`src/rtl/alu_arbiter_if.sv`:
```
// rtl/alu_arbiter_if.sv - request, response and ALU drive bundle for alu_arbiter
interface alu_arbiter_if;
    logic        req0_valid_i;
    logic        req0_ready_o;
    logic [2:0]  req0_ctrl_i;
    logic [31:0] req0_data1_i;
    logic [31:0] req0_data2_i;
    logic        req1_valid_i;
    logic        req1_ready_o;
    logic [2:0]  req1_ctrl_i;
    logic [31:0] req1_data1_i;
    logic [31:0] req1_data2_i;
    logic        rsp0_valid_o;
    logic [31:0] rsp0_data_o;
    logic        rsp0_err_o;
    logic        rsp1_valid_o;
    logic [31:0] rsp1_data_o;
    logic        rsp1_err_o;
    logic [31:0] alu_data1_o;
    logic [31:0] alu_data2_o;
    logic [2:0]  alu_ctrl_o;
    logic [31:0] alu_data_i;
    logic        busy_o;

    modport slave (
        input  req0_valid_i, req0_ctrl_i, req0_data1_i, req0_data2_i,
        input  req1_valid_i, req1_ctrl_i, req1_data1_i, req1_data2_i,
        input  alu_data_i,
        output req0_ready_o, req1_ready_o,
        output rsp0_valid_o, rsp0_data_o, rsp0_err_o,
        output rsp1_valid_o, rsp1_data_o, rsp1_err_o,
        output alu_data1_o, alu_data2_o, alu_ctrl_o, busy_o
    );

    modport master (
        output req0_valid_i, req0_ctrl_i, req0_data1_i, req0_data2_i,
        output req1_valid_i, req1_ctrl_i, req1_data1_i, req1_data2_i,
        output alu_data_i,
        input  req0_ready_o, req1_ready_o,
        input  rsp0_valid_o, rsp0_data_o, rsp0_err_o,
        input  rsp1_valid_o, rsp1_data_o, rsp1_err_o,
        input  alu_data1_o, alu_data2_o, alu_ctrl_o, busy_o
    );
endinterface

```
`src/rtl/alu_arbiter.sv`:
```
// rtl/alu_arbiter.sv - round-robin two-port arbiter owning a shared combinational ALU
module alu_arbiter #(
    parameter int unsigned MUL_LAT = 2
) (
    input  logic          clk_i,
    input  logic          rst_i,
    alu_arbiter_if.slave  bus
);
    localparam logic [2:0] CTRL_MUL  = 3'b001;
    localparam logic [2:0] CTRL_LAST = 3'b100;

    typedef enum logic {IDLE, EXEC} state_t;

    state_t      state;
    logic [3:0]  cnt;
    logic        last_grant;
    logic        owner;
    logic        err;
    logic        sel;
    logic        acc_valid;
    logic        acc_legal;
    logic [2:0]  acc_ctrl;
    logic [31:0] acc_data1;
    logic [31:0] acc_data2;

    // Contention goes to the port that did not win last time; otherwise the lone requester.
    always_comb begin
        sel = 1'b0;
        if (bus.req0_valid_i && bus.req1_valid_i)
            sel = ~last_grant;
        else if (bus.req1_valid_i)
            sel = 1'b1;
    end

    assign bus.req0_ready_o = (state == IDLE) && !sel;
    assign bus.req1_ready_o = (state == IDLE) && sel;
    assign bus.busy_o       = (state == EXEC);

    assign acc_valid = sel ? (bus.req1_valid_i && bus.req1_ready_o)
                           : (bus.req0_valid_i && bus.req0_ready_o);
    assign acc_ctrl  = sel ? bus.req1_ctrl_i  : bus.req0_ctrl_i;
    assign acc_data1 = sel ? bus.req1_data1_i : bus.req0_data1_i;
    assign acc_data2 = sel ? bus.req1_data2_i : bus.req0_data2_i;
    assign acc_legal = (acc_ctrl <= CTRL_LAST);

    always_ff @(posedge clk_i or negedge rst_i) begin
        if (!rst_i) begin
            state            <= IDLE;
            cnt              <= 4'd0;
            last_grant       <= 1'b1;
            owner            <= 1'b0;
            err              <= 1'b0;
            bus.alu_data1_o  <= 32'h0;
            bus.alu_data2_o  <= 32'h0;
            bus.alu_ctrl_o   <= 3'b000;
            bus.rsp0_valid_o <= 1'b0;
            bus.rsp0_data_o  <= 32'h0;
            bus.rsp0_err_o   <= 1'b0;
            bus.rsp1_valid_o <= 1'b0;
            bus.rsp1_data_o  <= 32'h0;
            bus.rsp1_err_o   <= 1'b0;
        end else begin
            bus.rsp0_valid_o <= 1'b0;
            bus.rsp1_valid_o <= 1'b0;
            case (state)
                IDLE: begin
                    if (acc_valid) begin
                        state      <= EXEC;
                        last_grant <= sel;
                        owner      <= sel;
                        if (acc_legal) begin
                            bus.alu_data1_o <= acc_data1;
                            bus.alu_data2_o <= acc_data2;
                            bus.alu_ctrl_o  <= acc_ctrl;
                            cnt <= (acc_ctrl == CTRL_MUL) ? 4'(MUL_LAT - 1) : 4'd0;
                            err <= 1'b0;
                        end else begin
                            // Operand registers keep the previous op so the ALU sees no glitch.
                            cnt <= 4'd0;
                            err <= 1'b1;
                        end
                    end
                end
                EXEC: begin
                    if (cnt == 4'd0) begin
                        state <= IDLE;
                        if (owner) begin
                            bus.rsp1_valid_o <= 1'b1;
                            bus.rsp1_data_o  <= err ? 32'h0 : bus.alu_data_i;
                            bus.rsp1_err_o   <= err;
                        end else begin
                            bus.rsp0_valid_o <= 1'b1;
                            bus.rsp0_data_o  <= err ? 32'h0 : bus.alu_data_i;
                            bus.rsp0_err_o   <= err;
                        end
                    end else begin
                        cnt <= cnt - 4'd1;
                    end
                end
                default: state <= IDLE;
            endcase
        end
    end
endmodule

```
`src/flat_wrapper.sv`:
```
// flat-port wrapper written by rule: the top's interface ports become plain ports
module alu_arbiter_flat 
#(
    parameter int unsigned MUL_LAT = 2
)
  (clk_i, rst_i, bus_req0_valid_i, bus_req0_ctrl_i, bus_req0_data1_i, bus_req0_data2_i, bus_req1_valid_i, bus_req1_ctrl_i, bus_req1_data1_i, bus_req1_data2_i, bus_alu_data_i, bus_req0_ready_o, bus_req1_ready_o, bus_rsp0_valid_o, bus_rsp0_data_o, bus_rsp0_err_o, bus_rsp1_valid_o, bus_rsp1_data_o, bus_rsp1_err_o, bus_alu_data1_o, bus_alu_data2_o, bus_alu_ctrl_o, bus_busy_o);
  alu_arbiter_if bus_i ();
  input  logic clk_i;
  input  logic rst_i;
  input wire logic [$bits(bus_i.req0_valid_i)-1:0] bus_req0_valid_i;
  input wire logic [$bits(bus_i.req0_ctrl_i)-1:0] bus_req0_ctrl_i;
  input wire logic [$bits(bus_i.req0_data1_i)-1:0] bus_req0_data1_i;
  input wire logic [$bits(bus_i.req0_data2_i)-1:0] bus_req0_data2_i;
  input wire logic [$bits(bus_i.req1_valid_i)-1:0] bus_req1_valid_i;
  input wire logic [$bits(bus_i.req1_ctrl_i)-1:0] bus_req1_ctrl_i;
  input wire logic [$bits(bus_i.req1_data1_i)-1:0] bus_req1_data1_i;
  input wire logic [$bits(bus_i.req1_data2_i)-1:0] bus_req1_data2_i;
  input wire logic [$bits(bus_i.alu_data_i)-1:0] bus_alu_data_i;
  output wire logic [$bits(bus_i.req0_ready_o)-1:0] bus_req0_ready_o;
  output wire logic [$bits(bus_i.req1_ready_o)-1:0] bus_req1_ready_o;
  output wire logic [$bits(bus_i.rsp0_valid_o)-1:0] bus_rsp0_valid_o;
  output wire logic [$bits(bus_i.rsp0_data_o)-1:0] bus_rsp0_data_o;
  output wire logic [$bits(bus_i.rsp0_err_o)-1:0] bus_rsp0_err_o;
  output wire logic [$bits(bus_i.rsp1_valid_o)-1:0] bus_rsp1_valid_o;
  output wire logic [$bits(bus_i.rsp1_data_o)-1:0] bus_rsp1_data_o;
  output wire logic [$bits(bus_i.rsp1_err_o)-1:0] bus_rsp1_err_o;
  output wire logic [$bits(bus_i.alu_data1_o)-1:0] bus_alu_data1_o;
  output wire logic [$bits(bus_i.alu_data2_o)-1:0] bus_alu_data2_o;
  output wire logic [$bits(bus_i.alu_ctrl_o)-1:0] bus_alu_ctrl_o;
  output wire logic [$bits(bus_i.busy_o)-1:0] bus_busy_o;
  assign bus_i.req0_valid_i = bus_req0_valid_i;
  assign bus_i.req0_ctrl_i = bus_req0_ctrl_i;
  assign bus_i.req0_data1_i = bus_req0_data1_i;
  assign bus_i.req0_data2_i = bus_req0_data2_i;
  assign bus_i.req1_valid_i = bus_req1_valid_i;
  assign bus_i.req1_ctrl_i = bus_req1_ctrl_i;
  assign bus_i.req1_data1_i = bus_req1_data1_i;
  assign bus_i.req1_data2_i = bus_req1_data2_i;
  assign bus_i.alu_data_i = bus_alu_data_i;
  assign bus_req0_ready_o = bus_i.req0_ready_o;
  assign bus_req1_ready_o = bus_i.req1_ready_o;
  assign bus_rsp0_valid_o = bus_i.rsp0_valid_o;
  assign bus_rsp0_data_o = bus_i.rsp0_data_o;
  assign bus_rsp0_err_o = bus_i.rsp0_err_o;
  assign bus_rsp1_valid_o = bus_i.rsp1_valid_o;
  assign bus_rsp1_data_o = bus_i.rsp1_data_o;
  assign bus_rsp1_err_o = bus_i.rsp1_err_o;
  assign bus_alu_data1_o = bus_i.alu_data1_o;
  assign bus_alu_data2_o = bus_i.alu_data2_o;
  assign bus_alu_ctrl_o = bus_i.alu_ctrl_o;
  assign bus_busy_o = bus_i.busy_o;
  alu_arbiter #(.MUL_LAT(MUL_LAT)) u_core (.clk_i(clk_i), .rst_i(rst_i), .bus(bus_i));
endmodule
```
`config.mk`:
```
export PLATFORM = sky130hd
export DESIGN_NAME = alu_arbiter_flat
export DESIGN_NICKNAME = d
export VERILOG_FILES = /design/src/rtl/alu_arbiter_if.sv /design/src/rtl/alu_arbiter.sv /design/src/flat_wrapper.sv
export SDC_FILE = /design/constraint.sdc
export NUM_CORES = 1
export LEC_CHECK = 0
export CAP_MARGIN = 20
export CORE_MARGIN = 5
export CORE_UTILIZATION = 41
export DETAILED_ROUTE_END_ITERATION = 12
export HOLD_SLACK_MARGIN = 0.03
export MAX_ROUTING_LAYER = met4
export PLACE_DENSITY = 0.81
export SYNTH_ARGS = -nofsm -noshare
export SYNTH_HDL_FRONTEND = slang
export SYNTH_SLANG_ARGS = --single-unit
```
`constraint.sdc`:
```
create_clock -name clk_i -period 2.43 [get_ports clk_i]
set_input_delay 0.3645 -clock clk_i [delete_from_list [all_inputs] [get_ports clk_i]]
set_output_delay 0.3645 -clock clk_i [all_outputs]
set_load 0.005 [all_outputs]
```
==> insert_results.sql <==
INSERT INTO impl_metrics (metric_group, metric, value, unit) VALUES
('grt', 'gr_overflow_total', '0', ''),
('timing', 'tightestPinTransition', '0.595', 'ns'),
('timing', 'report.final.slew_viol_count', '0', ''),
('critical_path', 'cells_along_the_critical_path', 'a21bo_2 -> buf_4 -> nor2_1 -> clkdlybuf4s50_1', ''),
('finish', 'synthToLayoutAreaGrowth', '62.4', '%'),
('drt', 'detail-route-antenna-nets', '0', ''),
('grt', 'grt_use_total', '21.9', '%'),
('synthesis', 'synth_area_leader_cell', 'sky130_fd_sc_hd__dfrtp_1', ''),
('synthesis', 'netlist_top_cells_area', 'sky130_fd_sc_hd__dfrtp_1 56%, sky130_fd_sc_hd__nand2_1 15%, sky130_fd_sc_hd__mux2_1 7.8%', ''),
('grt', 'number_of_global_route_vias_before_repair', '5638', ''),
('synthesis', 'synth-seq-cells', '143', ''),
('clock_tree', 'cts.path.max_buffers', '2', ''),
('critical_path', 'timing.critical_path.slowest_cell_delay', '0.61', 'ns'),
('synthesis', 'syn-mean-instance-area', '9.65', 'um^2'),
('synthesis', 'netlist_instances', '657', ''),
('synthesis', 'synth_top_family_by_area', 'simple AND/OR/NAND/NOR gates', ''),
('grt', 'grt_pass1_wl', '29900', 'um'),
('floorplanning', 'dieArea', '0.0180', 'mm^2'),
('drt', 'drcViolationCount', '0', ''),
('pwr', 'p_leak', '4.67', 'nW'),
('finish', 'layout-drive-gt1-share', '8.39', '%'),
('finish', 'multi_input_gate_area_in_the_final_layout', '0.00254', 'mm^2'),
('critical_path', 'crit_path_top_delay_cell', 'sky130_fd_sc_hd__dfstp_2', ''),
('critical_path', 'setup.reg_to_reg.worst_slack', '0.26', 'ns'),
('synthesis', 'ys.warnings.count', '0', ''),
('finish', 'area.sequential', '0.00358', 'mm^2'),
('timing', 'report.final.hold_viol_count', '0', ''),
('timing', 'worst_slew_slack_as_a_fraction_of_its_limit', '60.3', '%'),
('critical_path', 'setup.worst_path.class', 'flop to primary output', ''),
('clock_tree', 'tritoncts.num_buffers', '17', ''),
('synthesis', 'post_synthesis_compound_gate_area_fraction', '6.99', '%'),
('synthesis', 'synthMuxAreaShare', '12.1', '%'),
('critical_path', 'cp.required', '2.07', 'ns'),
('synthesis', 'library_cells_used_by_synthesis', '36', ''),
('placed_design', 'place_inst', '1132', ''),
('timing', 'timing.final.crit_period', '2.32', 'ns'),
('placed_design', 'globalplace.congestion', '0.887', ''),
('synthesis', 'async_flop_share', '100', '%'),
('pwr', 'power.ir.vdd_worst', '0.600', 'mV'),
('clock_tree', 'post-cts-setup-buffers', '0', ''),
('critical_path', 'r2r.worst_path.cells', '6', ''),
('floorplanning', 'core_area', '0.0152', 'mm^2'),
('critical_path', 'worst_setup_path_end_kind', 'primary output', ''),
('synthesis', 'synth-adder-area-share', '0.197', '%'),
('synthesis', 'synth-xor-area-share', '0.276', '%'),
('drt', 'drt-wirelength-per-cell', '16.6', 'um'),
('run_status', 'outcome', 'completed', ''),
('pwr', 'power.density_cell_area', '1130', 'mW/mm^2'),
('timing', 'achievable-frequency', '0.432', 'GHz'),
('critical_path', 'critical_path.max_fanout', '12', ''),
('clock_tree', 'clk_tree_root_cell', 'sky130_fd_sc_hd__clkbuf_16', ''),
('drt', 'number_of_vias_in_the_routed_layout', '5508', ''),
('drt', 'drtPass1Iterations', '4', ''),
('clock_tree', 'worst_setup_hold_path_clk_slew', '0.07', 'ns'),
('critical_path', 'cp_delay_by_family_top', 'buffers and inverters', ''),
('placed_design', 'port_buffers', '307', ''),
('flow_run', 'cap_violations', '0', ''),
('synthesis', 'synthSimpleGateAreaFrac', '20.1', '%'),
('finish', 'fin_nets', '1135', ''),
('drt', 'detail_route.vias_per_cell', '4.73', ''),
('critical_path', 'path_buf_inv', '2', ''),
('synthesis', 'synth_enable_flop_cells', '0', ''),
('clock_tree', 'tritoncts', 'yes', ''),
('finish', 'fin_area', '0.0103', 'mm^2'),
('floorplanning', 'chipWidth', '134', 'um'),
('timing', 'rsz0062_at_grt', 'no', ''),
('placed_design', 'dp_hpwl', '14700', 'um'),
('grt', 'initial_antenna_violation_count', '0', ''),
('synthesis', 'area_share_of_the_largest_cell_type_after_synthesis', '56.0', '%'),
('critical_path', 'crit_arrival', '1.95', 'ns'),
('clock_tree', 'cts_sinks', '143', '');
[routing by layer]
layer	share of wire (%)	GRT usage, %
met1	40	25.5
met2	52	37.5
met3	5.8	4.99
met4	2.1	7.35
met5	0	-
[timing repair]
| item | 4_1_cts | 5_1_grt |
|---|---|---|
| hold buffers | 1 | 0 |
| resized for setup | 0 | 0 |
| endpoints found under the hold margin | 50 | 0 |
[cell usage in the layout, fill, tap and decap left out, types with 3 or more instances in the layout]
cell / count
sky130_fd_sc_hd__clkdlybuf4s50_1: 306
sky130_fd_sc_hd__mux2_2: 22
sky130_fd_sc_hd__inv_1: 9
sky130_fd_sc_hd__inv_6: 3
sky130_fd_sc_hd__nand2_1: 259
sky130_fd_sc_hd__dfrtp_1: 142
sky130_fd_sc_hd__bufinv_16: 4
sky130_fd_sc_hd__nand2b_1: 33
sky130_fd_sc_hd__nor2_1: 11
sky130_fd_sc_hd__buf_4: 17
sky130_fd_sc_hd__a21oi_1: 3
sky130_fd_sc_hd__mux2_1: 44
sky130_fd_sc_hd__clkbuf_16: 17
sky130_fd_sc_hd__o21ai_0: 63
sky130_fd_sc_hd__buf_12: 3
sky130_fd_sc_hd__nand3_1: 5
sky130_fd_sc_hd__o21ai_1: 4
sky130_fd_sc_hd__clkinv_4: 6
[final timing paths]
kind                                                             start                                     end
worst max register to register               u_core.cnt[0]$_DFFE_PN0P_  u_core.bus.rsp0_data_o[12]$_DFFE_PN0P_
max in group asynchronous                                        rst_i   u_core.bus.rsp0_data_o[6]$_DFFE_PN0P_
worst min register to register  u_core.bus.rsp1_data_o[24]$_DFFE_PN0P_  u_core.bus.rsp1_data_o[24]$_DFFE_PN0P_
worst max-delay path                     u_core.last_grant$_DFFE_PN1P_                        bus_req1_ready_o
min in group clk_i              u_core.bus.rsp1_data_o[24]$_DFFE_PN0P_  u_core.bus.rsp1_data_o[24]$_DFFE_PN0P_
worst min-delay path                                             rst_i       u_core.bus.rsp1_valid_o$_DFF_PN0_
[final cells by class]
type,instances,share of cell area (%)
Sequential cell,143,34.8
Timing Repair Buffer,328,31.8
Multi-Input combinational cell,465,24.7
Clock buffer,17,4.13
Tap cell,188,2.28
Clock inverter,15,2.03
Inverter,9,0.328
[sequential cells by signal, summed over array words and instances (netlist names)]
| name | cells |
|---|---|
| u_core.bus.alu_data2_o | 32 |
| u_core.err | 1 |
| u_core.bus.busy_o | 1 |
| u_core.bus.rsp1_data_o | 32 |
| u_core.bus.rsp0_data_o | 32 |
| u_core.bus.rsp0_valid_o | 1 |
| u_core.bus.rsp1_valid_o | 1 |
| u_core.cnt | 4 |
| u_core.bus.alu_data1_o | 32 |
| u_core.owner | 1 |
| u_core.last_grant | 1 |
| u_core.bus.rsp0_err_o | 1 |
| u_core.bus.rsp1_err_o | 1 |
| u_core.bus.alu_ctrl_o | 3 |
[per-stage QoR]
step / setup slack [ns] / utilization (%) / setup TNS (ns) / hold slack (ns)
global placement: 0.0331 / 63.5 / 0 / 0.351
global route: 0.0357 / 67.7 / 0 / 0.490
detailed placement: -0.00695 / 63.5 / -0.0182 / 0.351
finish: 0.113 / 67.7 / 0 / 0.473
CTS: 0.104 / 67.7 / 0 / 0.467
floorplan: 0.418 / - / 0 / 0.0689
[synthesized netlist by cell type (all sizes together), types with 2 or more instances]
| cell type | instances |
|---|---|
| nand2 | 259 |
| dfrtp | 142 |
| mux2 | 67 |
| o21ai | 67 |
| nand2b | 33 |
| clkbuf | 29 |
| buf | 11 |
| nor2 | 11 |
| inv | 9 |
| nand3 | 5 |
| a21oi | 3 |
| o22ai | 3 |
| or3 | 2 |
| xor2 | 2 |
[cell families (layout without fill, tap and decap cells)]
| kind of cell | after synthesis | count (layout) |
|---|---|---|
| AO/OA/AOI/OAI | 81 | 81 |
| XOR/XNOR | 2 | 2 |
| adder cells (fa/ha/maj) | 1 | 1 |
| buffers and inverters | 49 | 369 |
| flip-flops | 143 | 143 |
| multiplexers | 68 | 68 |
| AND/OR/NAND/NOR | 313 | 313 |
[power by group]
group	switching, W	internal [W]	leakage [nW]
Combinational	0.00195	0.00287	2.57
Clock	0.00105	0.00173	0.312
Sequential	0.000565	0.00342	1.79
No activity file was read; power rests on OpenSTA's default activity.
